**src/rtl/udp_port_gate.sv**
```systemverilog
// udp_port_gate: parses Ethernet/IPv4/UDP headers on the receive octet
// stream and hands only the UDP payload of frames addressed to udp_port
// to the client. The frame-good verdict is forwarded as a crc pulse.
//
// state    | meaning
// ---------+------------------------------------------------------------
// IDLE     | between frames, waiting for rx_strobe to rise
// HEADER   | checking header octets 0..39
// PAYLOAD  | header matched, streaming UDP payload octets
// TRAIL    | payload done, ignoring padding until rx_strobe falls
// WAIT_CRC | frame over, waiting for the ok/bad verdict
// DROP     | frame rejected, waiting for rx_strobe to fall
module udp_port_gate #(
   parameter int          jumbo_dw = 14,
   parameter logic [15:0] udp_port = 16'd1000
) (
   input  logic        clk,
   input  logic        rst_n,
   input  logic        rx_strobe,
   input  logic [7:0]  rx_data,
   input  logic        rx_crc_ok,
   input  logic        rx_crc_bad,
   output logic        ready,
   output logic        strobe,
   output logic [7:0]  data_out,
   output logic        crc,
   output logic [15:0] accept_cnt,
   output logic [15:0] drop_cnt
);

   typedef enum logic [2:0] {
      S_IDLE, S_HEADER, S_PAYLOAD, S_TRAIL, S_WAIT_CRC, S_DROP
   } state_t;

   localparam logic [jumbo_dw-1:0] CNT_MAX  = '1;
   localparam logic [jumbo_dw-1:0] IDX_ET0  = jumbo_dw'(12);
   localparam logic [jumbo_dw-1:0] IDX_ET1  = jumbo_dw'(13);
   localparam logic [jumbo_dw-1:0] IDX_VIHL = jumbo_dw'(14);
   localparam logic [jumbo_dw-1:0] IDX_PROT = jumbo_dw'(23);
   localparam logic [jumbo_dw-1:0] IDX_DP0  = jumbo_dw'(36);
   localparam logic [jumbo_dw-1:0] IDX_DP1  = jumbo_dw'(37);
   localparam logic [jumbo_dw-1:0] IDX_LEN0 = jumbo_dw'(38);
   localparam logic [jumbo_dw-1:0] IDX_LEN1 = jumbo_dw'(39);
   localparam logic [jumbo_dw-1:0] IDX_PAY  = jumbo_dw'(42);

   state_t              state_q, state_d;
   logic [jumbo_dw-1:0] cnt_q, cnt_d;
   logic                ovl_q, ovl_d;
   logic                stb_prev_q;
   logic [7:0]          len_hi_q, len_hi_d;
   logic [15:0]         rem_q, rem_d;
   logic                ready_q, ready_d;
   logic                strobe_q;
   logic [7:0]          data_q;
   logic                crc_q, crc_d;
   logic [15:0]         acc_q, drop_q;

   logic        rise;
   logic        cnt_sat;
   logic        hdr_ok;
   logic        emit;
   logic        acc_inc;
   logic        drop_inc;
   logic [15:0] len_full;

   // Header checks, frame position tracking and state transitions.
   always_comb begin
      rise     = rx_strobe & ~stb_prev_q;
      cnt_sat  = (cnt_q == CNT_MAX);
      len_full = {len_hi_q, rx_data};

      hdr_ok = 1'b1;
      if (cnt_q == IDX_ET0)  hdr_ok = (rx_data == 8'h08);
      if (cnt_q == IDX_ET1)  hdr_ok = (rx_data == 8'h00);
      if (cnt_q == IDX_VIHL) hdr_ok = (rx_data == 8'h45);
      if (cnt_q == IDX_PROT) hdr_ok = (rx_data == 8'h11);
      if (cnt_q == IDX_DP0)  hdr_ok = (rx_data == udp_port[15:8]);
      if (cnt_q == IDX_DP1)  hdr_ok = (rx_data == udp_port[7:0]);
      if (cnt_q == IDX_LEN1) hdr_ok = (len_full >= 16'd8);

      // The index restarts during every inter-frame gap; it saturates
      // rather than wrapping so an overlong frame cannot alias a header.
      cnt_d = rx_strobe ? (cnt_sat ? cnt_q : cnt_q + 1'b1) : '0;
      ovl_d = rise ? 1'b0 : (ovl_q | (rx_strobe & cnt_sat));

      state_d  = state_q;
      ready_d  = ready_q;
      len_hi_d = (cnt_q == IDX_LEN0) ? rx_data : len_hi_q;
      rem_d    = rem_q;
      emit     = 1'b0;
      crc_d    = 1'b0;
      acc_inc  = 1'b0;
      drop_inc = 1'b0;

      case (state_q)
         S_IDLE: begin
            if (rise) state_d = S_HEADER;
         end
         S_HEADER: begin
            if (!rx_strobe) begin
               state_d  = S_IDLE;
               drop_inc = 1'b1;
            end else if (!hdr_ok) begin
               state_d = S_DROP;
            end else if (cnt_q == IDX_LEN1) begin
               ready_d = 1'b1;
               rem_d   = len_full - 16'd8;
               state_d = (len_full == 16'd8) ? S_TRAIL : S_PAYLOAD;
            end
         end
         S_PAYLOAD: begin
            if (!rx_strobe) begin
               state_d  = S_IDLE;
               ready_d  = 1'b0;
               drop_inc = 1'b1;
            end else if (cnt_q >= IDX_PAY) begin
               emit  = 1'b1;
               rem_d = rem_q - 16'd1;
               if (rem_q == 16'd1) state_d = S_TRAIL;
            end
         end
         S_TRAIL: begin
            if (!rx_strobe) state_d = S_WAIT_CRC;
         end
         S_WAIT_CRC: begin
            // A new frame may start in the same cycle as the verdict.
            if (rx_crc_bad || (rx_crc_ok && ovl_q)) begin
               ready_d  = 1'b0;
               drop_inc = 1'b1;
               state_d  = rise ? S_HEADER : S_IDLE;
            end else if (rx_crc_ok) begin
               ready_d = 1'b0;
               crc_d   = 1'b1;
               acc_inc = 1'b1;
               state_d = rise ? S_HEADER : S_IDLE;
            end else if (rise) begin
               ready_d  = 1'b0;
               drop_inc = 1'b1;
               state_d  = S_HEADER;
            end
         end
         S_DROP: begin
            if (!rx_strobe) begin
               state_d  = S_IDLE;
               drop_inc = 1'b1;
            end
         end
         default: state_d = S_IDLE;
      endcase
   end

   // State register; rx_strobe history resets high so a frame already in
   // flight at reset release is not mistaken for a new frame.
   always_ff @(posedge clk or negedge rst_n) begin
      if (!rst_n) begin
         state_q    <= S_IDLE;
         cnt_q      <= '0;
         ovl_q      <= 1'b0;
         stb_prev_q <= 1'b1;
         len_hi_q   <= 8'h00;
         rem_q      <= 16'h0000;
      end else begin
         state_q    <= state_d;
         cnt_q      <= cnt_d;
         ovl_q      <= ovl_d;
         stb_prev_q <= rx_strobe;
         len_hi_q   <= len_hi_d;
         rem_q      <= rem_d;
      end
   end

   // Client-facing outputs and saturating frame counters.
   always_ff @(posedge clk or negedge rst_n) begin
      if (!rst_n) begin
         ready_q  <= 1'b0;
         strobe_q <= 1'b0;
         data_q   <= 8'h00;
         crc_q    <= 1'b0;
         acc_q    <= 16'h0000;
         drop_q   <= 16'h0000;
      end else begin
         ready_q  <= ready_d;
         strobe_q <= emit;
         data_q   <= emit ? rx_data : data_q;
         crc_q    <= crc_d;
         if (acc_inc && (acc_q != 16'hFFFF))   acc_q  <= acc_q + 16'd1;
         if (drop_inc && (drop_q != 16'hFFFF)) drop_q <= drop_q + 16'd1;
      end
   end

   assign ready      = ready_q;
   assign strobe     = strobe_q;
   assign data_out   = data_q;
   assign crc        = crc_q;
   assign accept_cnt = acc_q;
   assign drop_cnt   = drop_q;

endmodule

```
**config.mk**
```make
export PLATFORM = sky130hd
export DESIGN_NAME = udp_port_gate
export DESIGN_NICKNAME = d
export VERILOG_FILES = /design/src/rtl/udp_port_gate.sv
export SDC_FILE = /design/constraint.sdc
export NUM_CORES = 1
export LEC_CHECK = 0
export ABC_AREA = 0
export ABC_CLOCK_PERIOD_IN_PS = 3130
export BUFFER_PORTS_ARGS = -buffer_cell sky130_fd_sc_hd__buf_2
export CAP_MARGIN = 20
export CORE_ASPECT_RATIO = 0.8
export CORE_MARGIN = 2
export CORE_UTILIZATION = 30
export DETAILED_ROUTE_END_ITERATION = 10
export GPL_TIMING_DRIVEN = 0
export PLACE_DENSITY_LB_ADDON = 0.1
export SYNTH_ARGS = -nofsm -noshare
export SYNTH_HDL_FRONTEND = slang
export SYNTH_SLANG_ARGS = --single-unit
```
**constraint.sdc**
```tcl
create_clock -name clk -period 3.13 [get_ports clk]
set_input_delay 0.626 -clock clk [delete_from_list [all_inputs] [get_ports clk]]
set_output_delay 0.626 -clock clk [all_outputs]
set_load 0.03 [all_outputs]
```
Word level (Yosys, flattened, before mapping)
Index checks and enable logic that the tools add are counted.
{"block": "op_classes", "addsub": 5, "n_lt_le_gt_ge": 2, "eq_ne": 36, "n_mux": 49, "bitwise_logic": 4, "reduce_logical": 12}
{"operator": "16-bit two-way mux", "count": 5}
{"operator": "14-bit by 6-bit equality test with 1-bit output (second input constant)", "count": 4}
{"operator": "14-bit by 4-bit equality test with 1-bit output (second input constant)", "count": 3}
{"operator": "3-bit two-way mux", "count": 11}
{"operator": "16-bit by 1-bit adder with 16-bit output (second input constant)", "count": 2}
{"operator": "16-bit inequality test (second input constant)", "count": 2}
{"operator": "16-bit case mux with 2 select lines", "count": 1}
{"operator": "14-bit two-way mux", "count": 2}
{"operator": "1-bit two-way mux", "count": 27}
{"operator": "2-bit inequality test (second input constant)", "count": 9}
{"operator": "3-bit case mux with 6 select lines", "count": 1}
{"operator": "16-bit by 1-bit equality test with 1-bit output (second input constant)", "count": 1}
{"operator": "16-bit by 4-bit equality test with 1-bit output (second input constant)", "count": 1}
{"operator": "16-bit by 4-bit greater-or-equal comparator with 1-bit output (second input constant)", "count": 1}
{"operator": "16-bit by 1-bit subtractor with 16-bit output (second input constant)", "count": 1}
{"operator": "16-bit by 4-bit subtractor with 16-bit output (second input constant)", "count": 1}
{"operator": "14-bit by 1-bit adder with 14-bit output (second input constant)", "count": 1}
{"operator": "14-bit equality test (second input constant)", "count": 1}
{"operator": "14-bit by 5-bit equality test with 1-bit output (second input constant)", "count": 1}
{"operator": "14-bit by 6-bit greater-or-equal comparator with 1-bit output (second input constant)", "count": 1}
{"operator": "6-bit AND reduction", "count": 2}
{"operator": "8-bit by 2-bit equality test with 1-bit output (second input constant)", "count": 1}
{"operator": "8-bit by 4-bit equality test with 1-bit output (second input constant)", "count": 1}
{"operator": "8-bit by 5-bit equality test with 1-bit output (second input constant)", "count": 1}
{"operator": "20 further kinds", "count": 27}
{"block": "totals", "register_bits": 86, "input_bits": 13}

Logic depth before layout (Yosys ltp)
Gate-level depths: netlist of the first run.
{"block": "depth", "depth_word": 11, "ltp_mapped": 11, "mapped_depth_nobuf": 9}

Worst setup path before layout of the first run
Ideal clock, no wire load.
{"block": "synth_timing", "path_type": "input-to-reg", "from": "input rx_data[6]", "to": "register data_q[0] (netlist: data_out[0])", "setup_ns": 0.125, "arrival_time_ns": 2.252, "required_time_ns": 3.005, "setup_slack_ns": 0.753, "stages": 9, "path_buffers": 2, "path_cell_list": "clkbuf_1 > nor3_1 > and4b_1 > nand4b_4 > nor2_2 > o21ba_1 > buf_6 > nand2_8 > mux2_2"}
{"item": "from (decl)", "line": "20", "rtl": "input logic [7:0] rx_data,"}
{"item": "to (signal assigned)", "line": "184", "rtl": "data_q <= emit ? rx_data : data_q;"}
{"item": "to (decl)", "line": "54", "rtl": "logic [7:0] data_q;"}

Worst setup path in the final report of the first run
{"block": "layout_timing", "from": "register cnt_q[9]", "to": "register rem_q[10]"}
{"block": "layout_between", "elab_chain_cells": 10, "word_cells_on_any_way": 19, "cone_classes": "order compare (1); eq/ne (10); mux (7); reduce/logical (1)"}
{"item": "from (decl)", "line": "47", "rtl": "logic [jumbo_dw-1:0] cnt_q, cnt_d;"}
{"item": "from (signal assigned)", "line": "164", "rtl": "cnt_q <= cnt_d;"}
{"item": "14-bit by 4-bit equality test with 1-bit output", "line": "73", "rtl": "if (cnt_q == IDX_ET0) hdr_ok = (rx_data == 8'h08);"}
{"item": "1-bit two-way mux", "line": "73"}
{"item": "1-bit two-way mux", "line": "74", "rtl": "if (cnt_q == IDX_ET1) hdr_ok = (rx_data == 8'h00);"}
{"item": "1-bit two-way mux", "line": "75", "rtl": "if (cnt_q == IDX_VIHL) hdr_ok = (rx_data == 8'h45);"}
{"item": "1-bit two-way mux", "line": "76", "rtl": "if (cnt_q == IDX_PROT) hdr_ok = (rx_data == 8'h11);"}
{"item": "1-bit two-way mux", "line": "77", "rtl": "if (cnt_q == IDX_DP0) hdr_ok = (rx_data == udp_port[15:8]);"}
{"item": "1-bit two-way mux", "line": "78", "rtl": "if (cnt_q == IDX_DP1) hdr_ok = (rx_data == udp_port[7:0]);"}
{"item": "1-bit two-way mux", "line": "79", "rtl": "if (cnt_q == IDX_LEN1) hdr_ok = (len_full >= 16'd8);"}
{"item": "2-bit inequality test (no line)"}
{"item": "6-bit AND reduction (no line) (*)"}
{"item": "to (signal assigned)", "line": "168", "rtl": "rem_q <= rem_d;"}
{"item": "to (decl)", "line": "51", "rtl": "logic [15:0] rem_q, rem_d;"}
Every way passes the cells marked *; elsewhere a longest branch is shown, timed or not.
A chain may end at the register's enable or synchronous reset.

==> flow_summary.toml, run 1 <==
[run_status]
outcome = "finished, final reports clean"

[yosys]
synth.top_cells.by_count = "sky130_fd_sc_hd__dfrtp_1 (85), sky130_fd_sc_hd__nand2_1 (60), sky130_fd_sc_hd__nor2_1 (38), sky130_fd_sc_hd__nand3_1 (35), sky130_fd_sc_hd__xnor2_1 (34)"
synth_top_family_by_area = "simple AND/OR/NAND/NOR gates"
adder_and_majority_cell_fraction_of_the_synthesized_area = 0.02311
synthesis.instances = 516
syn_nets = 538
syn-mean-instance-area_um2 = 9.445
count_of_flip_flops_with_a_built_in_enable_after_synthesis = 0
cell_accounting_for_the_most_synthesized_area = "sky130_fd_sc_hd__dfrtp_1"
synth_area_um2 = 4873
synth_compound_area_frac = 0.1227
ys_seq_elements = 86
postSynth.topFlopCell = "sky130_fd_sc_hd__dfrtp_1"
synthArstFlopShare = 1.000
synth-simple-area-share = 0.2457
seq_area_frac_synth = 0.4418
yosysUniqueCellTypes = 70
netlist_top_cells_area = "sky130_fd_sc_hd__dfrtp_1 (44%), sky130_fd_sc_hd__xnor2_1 (6.1%), sky130_fd_sc_hd__nand2_1 (4.6%)"
synth.area.mux_share = 0.04134
yosys.area_share.xor_xnor = 0.08626
yosys.cell_count.top_type = "sky130_fd_sc_hd__dfrtp_1"
yosysTopAreaCellShare = 0.4365
synth.yosys.warnings = 0

[global_route]
grt_overflow = 0
wire_length_of_the_first_global_routing_pass_um = 21870
grt_start_max_net_pins = 45
initial_antenna_violation_count = 0
grt_pass1_vias = 4018
globalRouteTotalUtil = 0.1596

[timing]
finalHoldViolCount = 0
fin_setup_tns_ns = 0
slew-limit-headroom = 0.2957
unrepaired_setup_endpoints_after_global_routing = "false"
setup_slack_ns = 0.4909
post-route-min-period_ns = 2.639
slew_violations = 0
tightestPinTransition_ns = 1.053
fmax_mhz = 378.9
count_of_endpoints_failing_setup_in_the_final_report = 0
clock-skew-final_ns = 0.01266
share_of_the_clock_period_used_by_the_worst_path = 0.8432

[routing]
detail_route.wirelength_um = 12910
drt_drc_violations_left = 0
vias = 4039
drt-wirelength-per-cell_um = 16.12
route.detailed.vias_per_inst = 5.042
dr.first_iter.drc_count = 234
drt_pre_antenna_iters = 4
ant_nets = 0

[clock_tree]
worst_skew_pair.late_latency_ns = 0.35
clock_tree.root_cell = "sky130_fd_sc_hd__clkbuf_16"
postCtsResizedCells = 0
total_of_hold_buffers_inserted_after_clock_tree_synthesis = 0
largest_buffer_count_on_any_clock_path = 2
cts.reportedPaths.clkPinSlew_ns = 0.07
cts-buffers-inserted = 9
tritoncts = "yes"
htreeDepth = 3
postCtsSetupBuffers = 0
clock_sinks = 86

[pwr]
power_per_cell_area_nw_per_um2 = 444.0
vdd_ir_drop_max_mv = 0.3283
p_leak_nw = 2.606
pwr-share-clk = 0.439
share_comb_of_total_power = 0.097
power.switching_fraction = 0.2680
power.switching_mw = 0.6830
totalPowerFinal_mw = 2.548
p_int_mw = 1.865
seqPwrFrac = 0.464

[critical_path]
r2r_end = "rem_q[10]$_DFFE_PN0P_"
cp-end-kind = "flop"
timing_worst_setup_path_type = "reg -> reg"
crit-reg2reg-launch = "cnt_q[9]$_DFFE_PN0N_"
worstPathArrival_ns = 2.90
ff2ff_setup_slack_ns = 0.49
worst_reg2reg_path_depth = 8
critPathRequiredTime_ns = 3.39
timing.critical_path.fanout_max = 7
worst_setup_path_start_kind = "flop"
critPathLaunch = "cnt_q[9]$_DFFE_PN0N_"

[layout]
drive_above_1_share = 0.1928
num-fill-cells = 1603
area_growth_syn_to_layout_pct = 17.77
sequential_cell_area_um2 = 2153
nNetsFinal = 603
layout.cells.non_filler = 801
multi_input_area_um2 = 2530
antenna-diode-count = 0
post-route-util = 0.3621

[placed_design]
place.detailed.hpwl_um = 9464
place_congestion = 0.7911
detailedPlace.worstSlack_ns = 0.3024
dp.cells = 785
place.port_buffers = 53

[floorplan]
die-width_um = 146.5
rows = 41
fp.dieH_um = 118
coreArea_um2 = 15850
initial_core_util = 0.3074
floorplan_die_area_um2 = 17290
top_level_ports = 56

[flow_run]
cap_violations = 0

[min_path]
min_path_type = "in -> async"
[cell type report]
| type | count | area share |
|---|---|---|
| Clock inverter | 5 | 0.01025 |
| Timing Repair Buffer | 54 | 0.05145 |
| Multi-Input combinational cell | 390 | 0.4408 |
| Buffer | 23 | 0.02202 |
| Sequential cell | 86 | 0.3752 |
| Clock buffer | 11 | 0.04229 |
| Inverter | 17 | 0.01112 |
| Tap cell | 215 | 0.04687 |
[placed cells by master, fill, tap and decap left out, types with 7 or more instances in the layout]
cell	synthesis	final
sky130_fd_sc_hd__and3_1	9	9
sky130_fd_sc_hd__nand2_1	60	60
sky130_fd_sc_hd__clkbuf_1	13	14
sky130_fd_sc_hd__nand4_1	12	12
sky130_fd_sc_hd__xor2_1	14	14
sky130_fd_sc_hd__dfrtp_1	85	85
sky130_fd_sc_hd__xnor2_1	34	34
sky130_fd_sc_hd__a21oi_1	29	29
sky130_fd_sc_hd__inv_1	17	17
sky130_fd_sc_hd__o22ai_1	11	11
sky130_fd_sc_hd__nor2_1	38	38
sky130_fd_sc_hd__buf_2	5	57
sky130_fd_sc_hd__and2_1	7	7
sky130_fd_sc_hd__mux2_2	17	17
sky130_fd_sc_hd__clkbuf_16	0	9
sky130_fd_sc_hd__ha_1	9	9
sky130_fd_sc_hd__nor4_1	8	8
sky130_fd_sc_hd__o21ai_0	20	20
sky130_fd_sc_hd__nor3_1	9	9
sky130_fd_sc_hd__nand3_1	35	35
sky130_fd_sc_hd__or3_1	9	9
[worst max path at each step]
stage	endpoint	slack [ns]	cells after the start
after floorplan	data_out[0]$_DFFE_PN0P_	0.75	9
after global placement	drop_cnt[14]$_DFFE_PN0P_	0.35	9
after detailed placement	drop_cnt[14]$_DFFE_PN0P_	0.30	9
after CTS	rem_q[14]$_DFFE_PN0P_	0.52	9
after global routing	rem_q[10]$_DFFE_PN0P_	0.28	8
final	rem_q[10]$_DFFE_PN0P_	0.49	8
[metal layers]
layer / global-route usage / up-vias / share of wire
met5: 0 / - / 0
met4: 0.04066 / 0 / 0.013
met3: 0.04070 / 16 / 0.042
met2: 0.2300 / 73 / 0.43
met1: 0.2367 / 1981 / 0.52
li1: - / 1969 / -
[metrics by stage]
| stage | instance area, um^2 | hold slack, ns |
|---|---|---|
| global route | 5739 | 0.3406 |
| global placement | 5408 | 0.4726 |
| floorplan | 4873 | 0.3304 |
| detailed placement | 5438 | 0.4786 |
| CTS | 5739 | 0.3139 |
| finish | 5739 | 0.2824 |
[flip-flops by register name (all words and copies together) (netlist names)]
register and flops:
accept_cnt 16, cnt_q 14, crc 1, data_out 8, drop_cnt 16, len_hi_q 8
ovl_q 1, ready 1, rem_q 16, state_q 3, stb_prev_q 1, strobe 1
[power by group through the flow]
| stage | clock, mW | combinational, mW | sequential, mW |
|---|---|---|---|
| after floorplan | 0 | 0.106 | 1.24 |
| after global placement | 0 | 0.244 | 1.20 |
| after detailed placement | 0 | 0.251 | 1.20 |
| after CTS | 1.16 | 0.251 | 1.18 |
| after global routing | 1.21 | 0.276 | 1.19 |
| final | 1.12 | 0.247 | 1.18 |
[critical path, cell delays in order, from the launching register on]
cell,delay (ns)
sky130_fd_sc_hd__dfrtp_1,0.43
sky130_fd_sc_hd__nor4_1,0.51
sky130_fd_sc_hd__and2_1,0.19
sky130_fd_sc_hd__buf_2,0.18
sky130_fd_sc_hd__nand3_1,0.13
sky130_fd_sc_hd__and3b_1,0.20
sky130_fd_sc_hd__o21bai_1,0.59
sky130_fd_sc_hd__a21oi_1,0.11
sky130_fd_sc_hd__o22ai_1,0.21
[kinds of logic (layout without fill, tap and decap cells)]
kind of cell / Yosys count / in the layout
xor+xnor: 48 / 48
fa+ha+maj: 9 / 9
compound gates: 93 / 93
buf+inv: 40 / 110
flops: 86 / 86
mux: 18 / 18
simple gates: 222 / 222
(Power assumes the default switching activity.)
==> inputs of run 2 (changes only) <==
--- a/config.mk
+++ b/config.mk
@@ -6,7 +6,7 @@
 export NUM_CORES = 1
 export LEC_CHECK = 0
 export ABC_AREA = 0
-export ABC_CLOCK_PERIOD_IN_PS = 3130
+export ABC_CLOCK_PERIOD_IN_PS = 2450
 export BUFFER_PORTS_ARGS = -buffer_cell sky130_fd_sc_hd__buf_2
 export CAP_MARGIN = 20
 export CORE_ASPECT_RATIO = 0.8
==> constraint.sdc (replaced) <==
create_clock -name clk -period 2.45 [get_ports clk]
set_input_delay 0.49 -clock clk [delete_from_list [all_inputs] [get_ports clk]]
set_output_delay 0.49 -clock clk [all_outputs]
set_load 0.03 [all_outputs]
==> flow_summary.toml, run 2 (synthesized netlist as in run 1, its figures left out) <==
[flow_run]
cap_violations = 0

[clock_tree]
cts.reportedPaths.clkPinSlew_ns = 0.07
clock_tree.root_cell = "sky130_fd_sc_hd__clkbuf_16"
cts-buffers-inserted = 9
largest_buffer_count_on_any_clock_path = 2
htreeDepth = 3
tritoncts = "yes"
total_of_hold_buffers_inserted_after_clock_tree_synthesis = 0
clock_sinks = 86
worst_skew_pair.late_latency_ns = 0.35

[critical_path]
critical_path.max_stage_delay_ns = 0.52
cpMaxStageDelayCell = "sky130_fd_sc_hd__or4b_4"
cp-end-kind = "flop"
critPathRequiredTime_ns = 2.70
worstPathArrival_ns = 2.69
crit_chain = "inv_2 -> ha_2 -> nor3b_4 -> nand2_2 -> or4b_4 -> or3_4 -> nor3_4 -> a31oi_1 -> o22a_1"
r2r_end = "rem_q[14]$_DFFE_PN0P_"
crit-reg2reg-launch = "rem_q[0]$_DFFE_PN0P_"
critPathLaunch = "rem_q[0]$_DFFE_PN0P_"
timing_worst_setup_path_type = "reg -> reg"
worst_reg2reg_path_depth = 9
timing.critical_path.fanout_max = 5
worst_setup_path_start_kind = "flop"
ff2ff_setup_slack_ns = 0.01

[layout]
layout.cells.non_filler = 810
drive_above_1_share = 0.2353
num-fill-cells = 1587
sequential_cell_area_um2 = 2158
mostFrequentLayoutCells = "sky130_fd_sc_hd__dfrtp_1 (81), sky130_fd_sc_hd__nand2_1 (59), sky130_fd_sc_hd__buf_2 (56), sky130_fd_sc_hd__nor2_1 (36), sky130_fd_sc_hd__nand3_1 (35)"
antenna-diode-count = 0
multi_input_area_um2 = 2640
final_common_cell = "sky130_fd_sc_hd__dfrtp_1"
area_growth_syn_to_layout_pct = 21.57
nNetsFinal = 612

[timing]
slew-limit-headroom = 0.5705
slew_violations = 0
post-route-min-period_ns = 2.440
fmax_mhz = 409.8
fin_hold_ws_ns = 0.1497
finalHoldViolCount = 0
share_of_the_clock_period_used_by_the_worst_path = 0.9959
tightestPinTransition_ns = 0.6373
unrepaired_setup_endpoints_after_global_routing = "true"
setup_slack_ns = 0.009941
clock-skew-final_ns = 0.01348
count_of_endpoints_failing_setup_in_the_final_report = 0

[global_route]
grt_overflow = 0
grt_start_max_net_pins = 45
grt_pass1_vias = 4018
globalRouteTotalUtil = 0.1594
wire_length_of_the_first_global_routing_pass_um = 21840
initial_antenna_violation_count = 0

[routing]
drt-wirelength-per-cell_um = 16.23
route.detailed.vias_per_inst = 5.048
dr.first_iter.drc_count = 247
detail_route.wirelength_um = 13150
vias = 4089
drt_drc_violations_left = 0
drt_pre_antenna_iters = 4
ant_nets = 0

[pwr]
share_comb_of_total_power = 0.101
totalPowerFinal_mw = 3.266
p_int_mw = 2.391
pwr-share-clk = 0.437
power_per_cell_area_nw_per_um2 = 551.3
power.switching_mw = 0.8755
vdd_ir_drop_max_mv = 0.4195
power.switching_fraction = 0.2681
p_leak_nw = 2.668
seqPwrFrac = 0.462

[placed_design]
place_congestion = 0.7911
place.detailed.hpwl_um = 9464
place.port_buffers = 53
detailedPlace.worstSlack_ns = -0.2416
dp.cells = 785

[floorplan]
initial_core_util = 0.3074
die-width_um = 146.5
floorplan_die_area_um2 = 17290
fp.dieH_um = 118
top_level_ports = 56
rows = 41
coreArea_um2 = 15850

[run_status]
outcome = "finished, final reports clean"

[min_path]
min_path_type = "in -> async"
[run 2: cell type report]
type	count	area share
clock inverter	5	0.009926
timing repair buffer	63	0.06125
buffer	23	0.02175
tap	215	0.04541
inverter	17	0.01077
clock buffer	11	0.04097
multi-input combinational	390	0.4456
sequential	86	0.3643
[run 2: per-stage QoR]
step,cell area (um^2),setup TNS [ns],utilization
after CTS,5784,-0.1300,0.3649
after global routing,5924,-0.4768,0.3737
after detailed placement,5438,-3.778,0.3430
after floorplan,4873,0,-
after global placement,5408,-4.831,0.3411
final,5924,0,0.3737
[run 2: how the worst max path moves through the flow]
stage,depth (start not counted),end,slack (ns)
after floorplan,9,rem_q[14]$_DFFE_PN0P_,0.12
after global placement,9,drop_cnt[14]$_DFFE_PN0P_,-0.20
after detailed placement,9,drop_cnt[14]$_DFFE_PN0P_,-0.24
after CTS,9,rem_q[14]$_DFFE_PN0P_,-0.04
after global routing,9,rem_q[14]$_DFFE_PN0P_,-0.09
final,9,rem_q[14]$_DFFE_PN0P_,0.01
[run 2: metal layers]
metal  track usage  up-vias  share of wire
met5             0        -              0
met2        0.2300       66           0.43
met4       0.04066        0          0.015
met3       0.04070       18          0.035
met1        0.2363     2020           0.52
li1              -     1985              -
[run 2: critical path, delay by kind of cell, from the launching register on]
family | cells | cell delay [ns]
buffers and inverters | 1 | 0.07
flip-flops | 1 | 0.44
AO/OA/AOI/OAI | 2 | 0.28
AND/OR/NAND/NOR | 5 | 1.37
adder cells (fa/ha/maj) | 1 | 0.19
[run 2: timing repair]
action	CTS	global route
buffers inserted	0	9
resized for setup	13	19
setup endpoints to repair	24	34
cloned	0	0
pin swaps	1	3
[run 2: power groups by stage]
stage	Sequential [mW]	Clock, mW	Combinational [mW]
final	1.51	1.43	0.329
after floorplan	1.58	0	0.136
after detailed placement	1.53	0	0.320
after global routing	1.52	1.54	0.366
after CTS	1.51	1.48	0.322
after global placement	1.53	0	0.311
